**src/rtl/id_operand_scoreboard_if.sv**
```systemverilog
// ID-stage operand read bus: instruction sources, forwarding/write-back
// inputs, and the registered ID/EX operand outputs plus the hazard flag.
interface id_operand_scoreboard_if #(
  parameter int REGADDR_WIDTH = 5,
  parameter int DATA_WIDTH    = 32,
  parameter int NUM_READ      = 2,
  parameter int NUM_FWD       = 3,
  parameter int MAX_LAT       = 3
);
  localparam int LATW = $clog2(MAX_LAT + 1);

  logic                              stall;
  logic                              clear;
  logic                              in_valid;
  logic [NUM_READ*REGADDR_WIDTH-1:0] rd_addr;
  logic [NUM_READ*DATA_WIDTH-1:0]    rf_data;
  logic [REGADDR_WIDTH-1:0]          dst_addr;
  logic [LATW-1:0]                   dst_lat;
  logic [NUM_FWD-1:0]                fwd_valid;
  logic [NUM_FWD*REGADDR_WIDTH-1:0]  fwd_addr;
  logic [NUM_FWD*DATA_WIDTH-1:0]     fwd_data;
  logic [REGADDR_WIDTH-1:0]          wb_addr;
  logic [DATA_WIDTH-1:0]             wb_data;
  logic                              hazard;
  logic                              out_valid;
  logic [NUM_READ*REGADDR_WIDTH-1:0] out_addr;
  logic [NUM_READ*DATA_WIDTH-1:0]    out_data;
  logic [REGADDR_WIDTH-1:0]          out_dst;

  // Pipeline-control / decode side that drives the instruction.
  modport master (
    output stall, clear, in_valid, rd_addr, rf_data, dst_addr, dst_lat,
           fwd_valid, fwd_addr, fwd_data, wb_addr, wb_data,
    input  hazard, out_valid, out_addr, out_data, out_dst
  );

  // Operand scoreboard side.
  modport slave (
    input  stall, clear, in_valid, rd_addr, rf_data, dst_addr, dst_lat,
           fwd_valid, fwd_addr, fwd_data, wb_addr, wb_data,
    output hazard, out_valid, out_addr, out_data, out_dst
  );
endinterface

```
**src/rtl/id_operand_scoreboard.sv**
```systemverilog
// ID-stage operand resolver with a per-register latency scoreboard.
// Each source operand resolves from zero / forwarding / write-back / RF;
// operands whose producer has not reached a forwarding port raise hazard.
module id_operand_scoreboard #(
  parameter int REGADDR_WIDTH = 5,
  parameter int DATA_WIDTH    = 32,
  parameter int NUM_READ      = 2,
  parameter int NUM_FWD       = 3,
  parameter int MAX_LAT       = 3
) (
  input logic                  clk,
  input logic                  rst,
  id_operand_scoreboard_if.slave bus
);
  localparam int LATW = $clog2(MAX_LAT + 1);
  localparam int NREG = 1 << REGADDR_WIDTH;
  localparam int RW   = REGADDR_WIDTH;
  localparam int DW   = DATA_WIDTH;

  logic [LATW-1:0]        cnt_q [NREG];
  logic [LATW-1:0]        cnt_d [NREG];
  logic [NUM_READ-1:0]    pend;
  logic [NUM_READ*DW-1:0] res_data;
  logic [LATW-1:0]        lat_sat;
  logic                   hazard;
  logic                   issue;

  logic                   out_valid_q;
  logic [NUM_READ*RW-1:0] out_addr_q;
  logic [NUM_READ*DW-1:0] out_data_q;
  logic [RW-1:0]          out_dst_q;

  genvar gi;

  // Per-port operand resolution and pending detection.
  generate
    for (gi = 0; gi < NUM_READ; gi++) begin : gen_port
      logic [RW-1:0] a;
      logic          hit;
      logic [DW-1:0] val;

      assign a = bus.rd_addr[gi*RW +: RW];

      // Priority select: scan forwarding sources oldest-first so the
      // youngest (lowest index) match is the one left standing.
      always_comb begin
        hit = 1'b0;
        val = bus.rf_data[gi*DW +: DW];
        for (int k = NUM_FWD - 1; k >= 0; k--) begin
          if (bus.fwd_valid[k] && (bus.fwd_addr[k*RW +: RW] == a)) begin
            hit = 1'b1;
            val = bus.fwd_data[k*DW +: DW];
          end
        end
        if (!hit && (bus.wb_addr == a)) begin
          val = bus.wb_data;
        end
        if (a == '0) begin
          val = '0;
        end
      end

      assign res_data[gi*DW +: DW] = val;
      assign pend[gi] = (a != '0) && (cnt_q[a] != '0) && !hit;
    end
  endgenerate

  assign hazard  = bus.in_valid & (|pend);
  assign issue   = bus.in_valid & ~hazard & ~bus.stall & ~bus.clear;
  assign lat_sat = (bus.dst_lat > LATW'(MAX_LAT)) ? LATW'(MAX_LAT) : bus.dst_lat;

  // Counter next state: a fresh issue to a register overrides its decrement.
  // Register 0 never tracks a producer.
  generate
    for (gi = 0; gi < NREG; gi++) begin : gen_cnt
      if (gi == 0) begin : g_zero
        assign cnt_d[gi] = '0;
      end else begin : g_reg
        assign cnt_d[gi] = bus.stall                             ? cnt_q[gi] :
                           bus.clear                             ? '0 :
                           (issue && (bus.dst_addr == RW'(gi)))  ? lat_sat :
                           (cnt_q[gi] != '0)                     ? cnt_q[gi] - LATW'(1) :
                                                                   '0;
      end
    end
  endgenerate

  // Scoreboard counter register file.
  always_ff @(posedge clk) begin
    for (int r = 0; r < NREG; r++) begin
      if (rst) begin
        cnt_q[r] <= '0;
      end else begin
        cnt_q[r] <= cnt_d[r];
      end
    end
  end

  // ID/EX boundary registers; a non-issuing cycle sends a bubble but keeps
  // the last operands so nothing toggles needlessly downstream.
  always_ff @(posedge clk) begin
    if (rst) begin
      out_valid_q <= 1'b0;
      out_addr_q  <= '0;
      out_data_q  <= '0;
      out_dst_q   <= '0;
    end else if (bus.stall) begin
      out_valid_q <= out_valid_q;
    end else if (bus.clear) begin
      out_valid_q <= 1'b0;
      out_addr_q  <= '0;
      out_data_q  <= '0;
      out_dst_q   <= '0;
    end else if (issue) begin
      out_valid_q <= 1'b1;
      out_addr_q  <= bus.rd_addr;
      out_data_q  <= res_data;
      out_dst_q   <= bus.dst_addr;
    end else begin
      out_valid_q <= 1'b0;
      out_dst_q   <= '0;
    end
  end

  assign bus.hazard    = hazard;
  assign bus.out_valid = out_valid_q;
  assign bus.out_addr  = out_addr_q;
  assign bus.out_data  = out_data_q;
  assign bus.out_dst   = out_dst_q;
endmodule
```
**src/flat_wrapper.sv**
```systemverilog
// flat-port wrapper written by rule: the top's interface ports become plain ports
module id_operand_scoreboard_flat 
#(
  parameter int REGADDR_WIDTH = 5,
  parameter int DATA_WIDTH    = 32,
  parameter int NUM_READ      = 2,
  parameter int NUM_FWD       = 3,
  parameter int MAX_LAT       = 3
)
  (clk, rst, bus_stall, bus_clear, bus_in_valid, bus_rd_addr, bus_rf_data, bus_dst_addr, bus_dst_lat, bus_fwd_valid, bus_fwd_addr, bus_fwd_data, bus_wb_addr, bus_wb_data, bus_hazard, bus_out_valid, bus_out_addr, bus_out_data, bus_out_dst);
  id_operand_scoreboard_if #(.REGADDR_WIDTH(REGADDR_WIDTH), .DATA_WIDTH(DATA_WIDTH), .NUM_READ(NUM_READ), .NUM_FWD(NUM_FWD), .MAX_LAT(MAX_LAT)) bus_i ();
  input logic clk;
  input logic rst;
  input wire logic [$bits(bus_i.stall)-1:0] bus_stall;
  input wire logic [$bits(bus_i.clear)-1:0] bus_clear;
  input wire logic [$bits(bus_i.in_valid)-1:0] bus_in_valid;
  input wire logic [$bits(bus_i.rd_addr)-1:0] bus_rd_addr;
  input wire logic [$bits(bus_i.rf_data)-1:0] bus_rf_data;
  input wire logic [$bits(bus_i.dst_addr)-1:0] bus_dst_addr;
  input wire logic [$bits(bus_i.dst_lat)-1:0] bus_dst_lat;
  input wire logic [$bits(bus_i.fwd_valid)-1:0] bus_fwd_valid;
  input wire logic [$bits(bus_i.fwd_addr)-1:0] bus_fwd_addr;
  input wire logic [$bits(bus_i.fwd_data)-1:0] bus_fwd_data;
  input wire logic [$bits(bus_i.wb_addr)-1:0] bus_wb_addr;
  input wire logic [$bits(bus_i.wb_data)-1:0] bus_wb_data;
  output wire logic [$bits(bus_i.hazard)-1:0] bus_hazard;
  output wire logic [$bits(bus_i.out_valid)-1:0] bus_out_valid;
  output wire logic [$bits(bus_i.out_addr)-1:0] bus_out_addr;
  output wire logic [$bits(bus_i.out_data)-1:0] bus_out_data;
  output wire logic [$bits(bus_i.out_dst)-1:0] bus_out_dst;
  assign bus_i.stall = bus_stall;
  assign bus_i.clear = bus_clear;
  assign bus_i.in_valid = bus_in_valid;
  assign bus_i.rd_addr = bus_rd_addr;
  assign bus_i.rf_data = bus_rf_data;
  assign bus_i.dst_addr = bus_dst_addr;
  assign bus_i.dst_lat = bus_dst_lat;
  assign bus_i.fwd_valid = bus_fwd_valid;
  assign bus_i.fwd_addr = bus_fwd_addr;
  assign bus_i.fwd_data = bus_fwd_data;
  assign bus_i.wb_addr = bus_wb_addr;
  assign bus_i.wb_data = bus_wb_data;
  assign bus_hazard = bus_i.hazard;
  assign bus_out_valid = bus_i.out_valid;
  assign bus_out_addr = bus_i.out_addr;
  assign bus_out_data = bus_i.out_data;
  assign bus_out_dst = bus_i.out_dst;
  id_operand_scoreboard #(.REGADDR_WIDTH(REGADDR_WIDTH), .DATA_WIDTH(DATA_WIDTH), .NUM_READ(NUM_READ), .NUM_FWD(NUM_FWD), .MAX_LAT(MAX_LAT)) u_core (.clk(clk), .rst(rst), .bus(bus_i));
endmodule
```
**config.mk**
```make
export PLATFORM = sky130hd
export DESIGN_NAME = id_operand_scoreboard_flat
export DESIGN_NICKNAME = d
export VERILOG_FILES = /design/src/rtl/id_operand_scoreboard_if.sv /design/src/rtl/id_operand_scoreboard.sv /design/src/flat_wrapper.sv
export SDC_FILE = /design/constraint.sdc
export NUM_CORES = 1
export LEC_CHECK = 0
export ABC_AREA = 1
export CAP_MARGIN = 20
export CORE_MARGIN = 2
export CORE_UTILIZATION = 60
export CTS_BUF_LIST = sky130_fd_sc_hd__clkbuf_4 sky130_fd_sc_hd__clkbuf_8
export CTS_CLUSTER_SIZE = 14
export DETAILED_ROUTE_END_ITERATION = 8
export DONT_BUFFER_PORTS = 1
export GPL_ROUTABILITY_DRIVEN = 1
export PLACE_DENSITY = 0.72
export SETUP_SLACK_MARGIN = 0.05
export SLEW_MARGIN = 20
export SYNTH_ARGS = -nofsm -noshare
export SYNTH_HDL_FRONTEND = slang
export SYNTH_SLANG_ARGS = --single-unit
```
**constraint.sdc**
```tcl
create_clock -name clk -period 2.3 [get_ports clk]
set_clock_uncertainty 0.2 [all_clocks]
set_input_delay 0.23 -clock clk [delete_from_list [all_inputs] [get_ports clk]]
set_output_delay 0.23 -clock clk [all_outputs]
set_load 0.02 [all_outputs]
```
==> reports/results.ini <==
[cts]
clk_latency_ps=480
cts_num_sinks=142
hold_buffers=52
cts_root_buf=clkbuf_8
clockBufferDepth=2
cts_buffers=17
cts_tree=done
clk_pin_slew_worst_paths_ps=90
htree_levels=4

[die]
core_mm2=0.0174
dieArea_mm2=0.0189
dieHeight_um=137
io_pins=318
die_w_um=137
placementRows=48
start_util=0.614

[setup_path]
crit_fanout=7
worst_ep_arrival_time_ps=2700
r2r_start=u_core.cnt_q[16][1]$_SDFFE_PP0N_
critPathLaunch=u_core.cnt_q[16][1]$_SDFFE_PP0N_
end_kind=flip-flop
required_ps=2510
critPathKind=reg2reg
cp-start-kind=flip-flop

[place]
portBuffers=0
place.gp.congestion=1.02
post_dp_cell_area_mm2=0.0113
hpwl_um=28600

[hold_path]
worstHoldPathType=in2reg
hold_start=rst

[routing]
dr_total_vias=13900
wl_per_cell_um=21.8
viasPerCell=6.54
firstDrtPassIters=7
drc=0
routed_wl_um=46500
drt_iter0_drc=2197
antenna_left=0

[grt]
grt_start_max_net_pins=106
gr-total-overflow=0
grt_pass1_vias=11800
grt_first_pass_wirelength_um=65400
antenna_found_initial=3
grt_use_total=0.448

[pwr]
peakVddDrop_v=0.000368
leakage_nw=5.37
p_per_area_mw_per_mm2=465

[logic_synthesis]
ys_seq_area_frac=0.267
synthCells=1833
synth.area.mux_share=0
synth_cell_types=37
yosysWarnings=0
synth_xor_area_frac=0.0107
synthSimpleGateAreaFrac=0.366
yosys.area.top_type=dfxtp_1
synthArstFlopShare=0
synth_top_family_by_area=simple AND/OR/NAND/NOR gates
netlist_area_mm2=0.0107
synth-compound-area-share=0.236
synth_commonest_cells=428 x nand2_1, 229 x a21oi_1, 189 x nor2_1, 189 x o21ai_0, 164 x nand3_1
synthTopCellsByArea=dfxtp_1 27%, nand2_1 15%, a21oi_1 11%
synth-adder-area-share=0
synth_edf_count=0
synth_area_per_cell_um2=5.82
ys_ff_latch=142
synth_most_common_cell=nand2_1
ys.flop_type=dfxtp_1
yosysTopAreaCellShare=0.267
synth_nets=2070

[cells_and_area]
drive_gt1_frac=0.222
post-route-util=0.783
syn_to_final_growth_pct=27.5
stdcell_area_mm2=0.0136
final_nets=2129
fillers=1330

[timing]
setup_viol=143
fmax_ghz=0.402
setup_ws_ps=-189
holdWs_ps=-387
min_period_over_period=1.08
hold_violations=104
slew_violations=0
tightest_slew_ps=960
timing.slew.headroom=0.360
period_minus_slack_ps=2490
rsz0062_at_grt=true

[run_status]
violations=negative hold slack, negative setup slack
status=complete, but fails checks

[run]
drv_cap=0

sequential cells by signal, indices dropped and copies added (netlist names):
signal and count:
u_core.bus.out_valid 1, u_core.bus.out_data 64, u_core.bus.out_dst 5, u_core.bus.out_addr 10
u_core.cnt_q 62
placed cells by master (no fill, tap or decap), types with 32 or more instances in the layout:
| cell | instances |
|---|---|
| nand2_1 | 383 |
| a21oi_1 | 176 |
| o21ai_0 | 176 |
| nor2_1 | 161 |
| inv_1 | 142 |
| nand3_1 | 110 |
| dfxtp_1 | 110 |
| buf_4 | 82 |
| nand4_1 | 66 |
| a21oi_2 | 52 |
| dlygate4sd3_1 | 52 |
| nand2_2 | 44 |
| nand3_2 | 43 |
| dfxtp_2 | 32 |
per-stage QoR:
step / setup TNS (ps) / instances / worst slack, ps / total power, mW
2_1_floorplan: 0 / 1833 / 195 / 3.52
3_3_place_gp: -19.4 / 2019 / -18.2 / 3.71
3_5_place_dp: 0 / 2019 / 3.97 / 3.72
4_1_cts: -4290 / 2108 / -90.8 / 6.06
5_1_grt: -31130 / 2129 / -298 / 6.53
6_report: -17800 / 2130 / -189 / 6.33
power by group:
| group | switching [mW] | total, mW | internal, mW |
|---|---|---|---|
| sequential | 0.175 | 2.71 | 2.53 |
| combinational | 0.822 | 1.37 | 0.548 |
| clock | 1.06 | 2.25 | 1.19 |
metal layers:
layer / part of all wire / up-vias / routed length (µm) / GRT usage
met2: 0.44 / 1168 / 20600 / 0.680
met5: 0.00052 / - / 24 / 0
met4: 0.083 / 4 / 3860 / 0.287
met3: 0.14 / 361 / 6330 / 0.177
met1: 0.34 / 6171 / 15700 / 0.524
li1: - / 6218 / - / -
kinds of logic after synthesis:
family                 Yosys count
AND/OR/NAND/NOR                893
XOR/XNOR                        13
AO/OA/AOI/OAI                  481
flip-flops                     142
buffers and inverters          304
cell type report:
type / instances / area [µm²] / share of cell area
antenna: 1 / 2.50 / 0.000184
inverter: 166 / 651 / 0.0479
tap: 225 / 282 / 0.0207
timing repair buffer: 178 / 1950 / 0.143
clock buffer: 22 / 297 / 0.0218
sequential: 142 / 2880 / 0.212
clock inverter: 9 / 134 / 0.00985
multi-input combinational: 1387 / 7400 / 0.544
critical path: stages, from the launching register on:
cell,delay (ps)
dfxtp_1,350
nor2_2,160
nand2_1,70
nand2_1,80
inv_1,50
nand3_1,110
nand2_1,80
nand2_1,60
nand3_1,70
nand3_1,90
nand2_2,70
buf_6,130
nor2_8,130
buf_6,150
clkbuf_16,180
nand3_4,80
nand2_2,110
nand3_2,70
a21oi_2,170
worst paths after layout:
| kind | to | slack (ps) | cells after the start |
|---|---|---|---|
| setup reg to reg | u_core.cnt_q[16][0]$_SDFFE_PP0N_ | -190 | 18 |
| hold reg to reg | u_core.cnt_q[21][1]$_SDFFE_PP0N_ | 280 | 2 |
| setup / recovery | u_core.cnt_q[16][0]$_SDFFE_PP0N_ | -190 | 18 |
| hold / removal | u_core.bus.out_data[10]$_SDFFE_PP0P_ | -390 | 1 |
timing repair:
action	4_1_cts	5_1_grt
cloned	3	10
pin swaps	23	93
endpoints found under the setup margin	97	143
buffers inserted	3	15
resized for setup	36	257
endpoints found under the hold margin	141	104
Power figures use the tool's default switching activity.
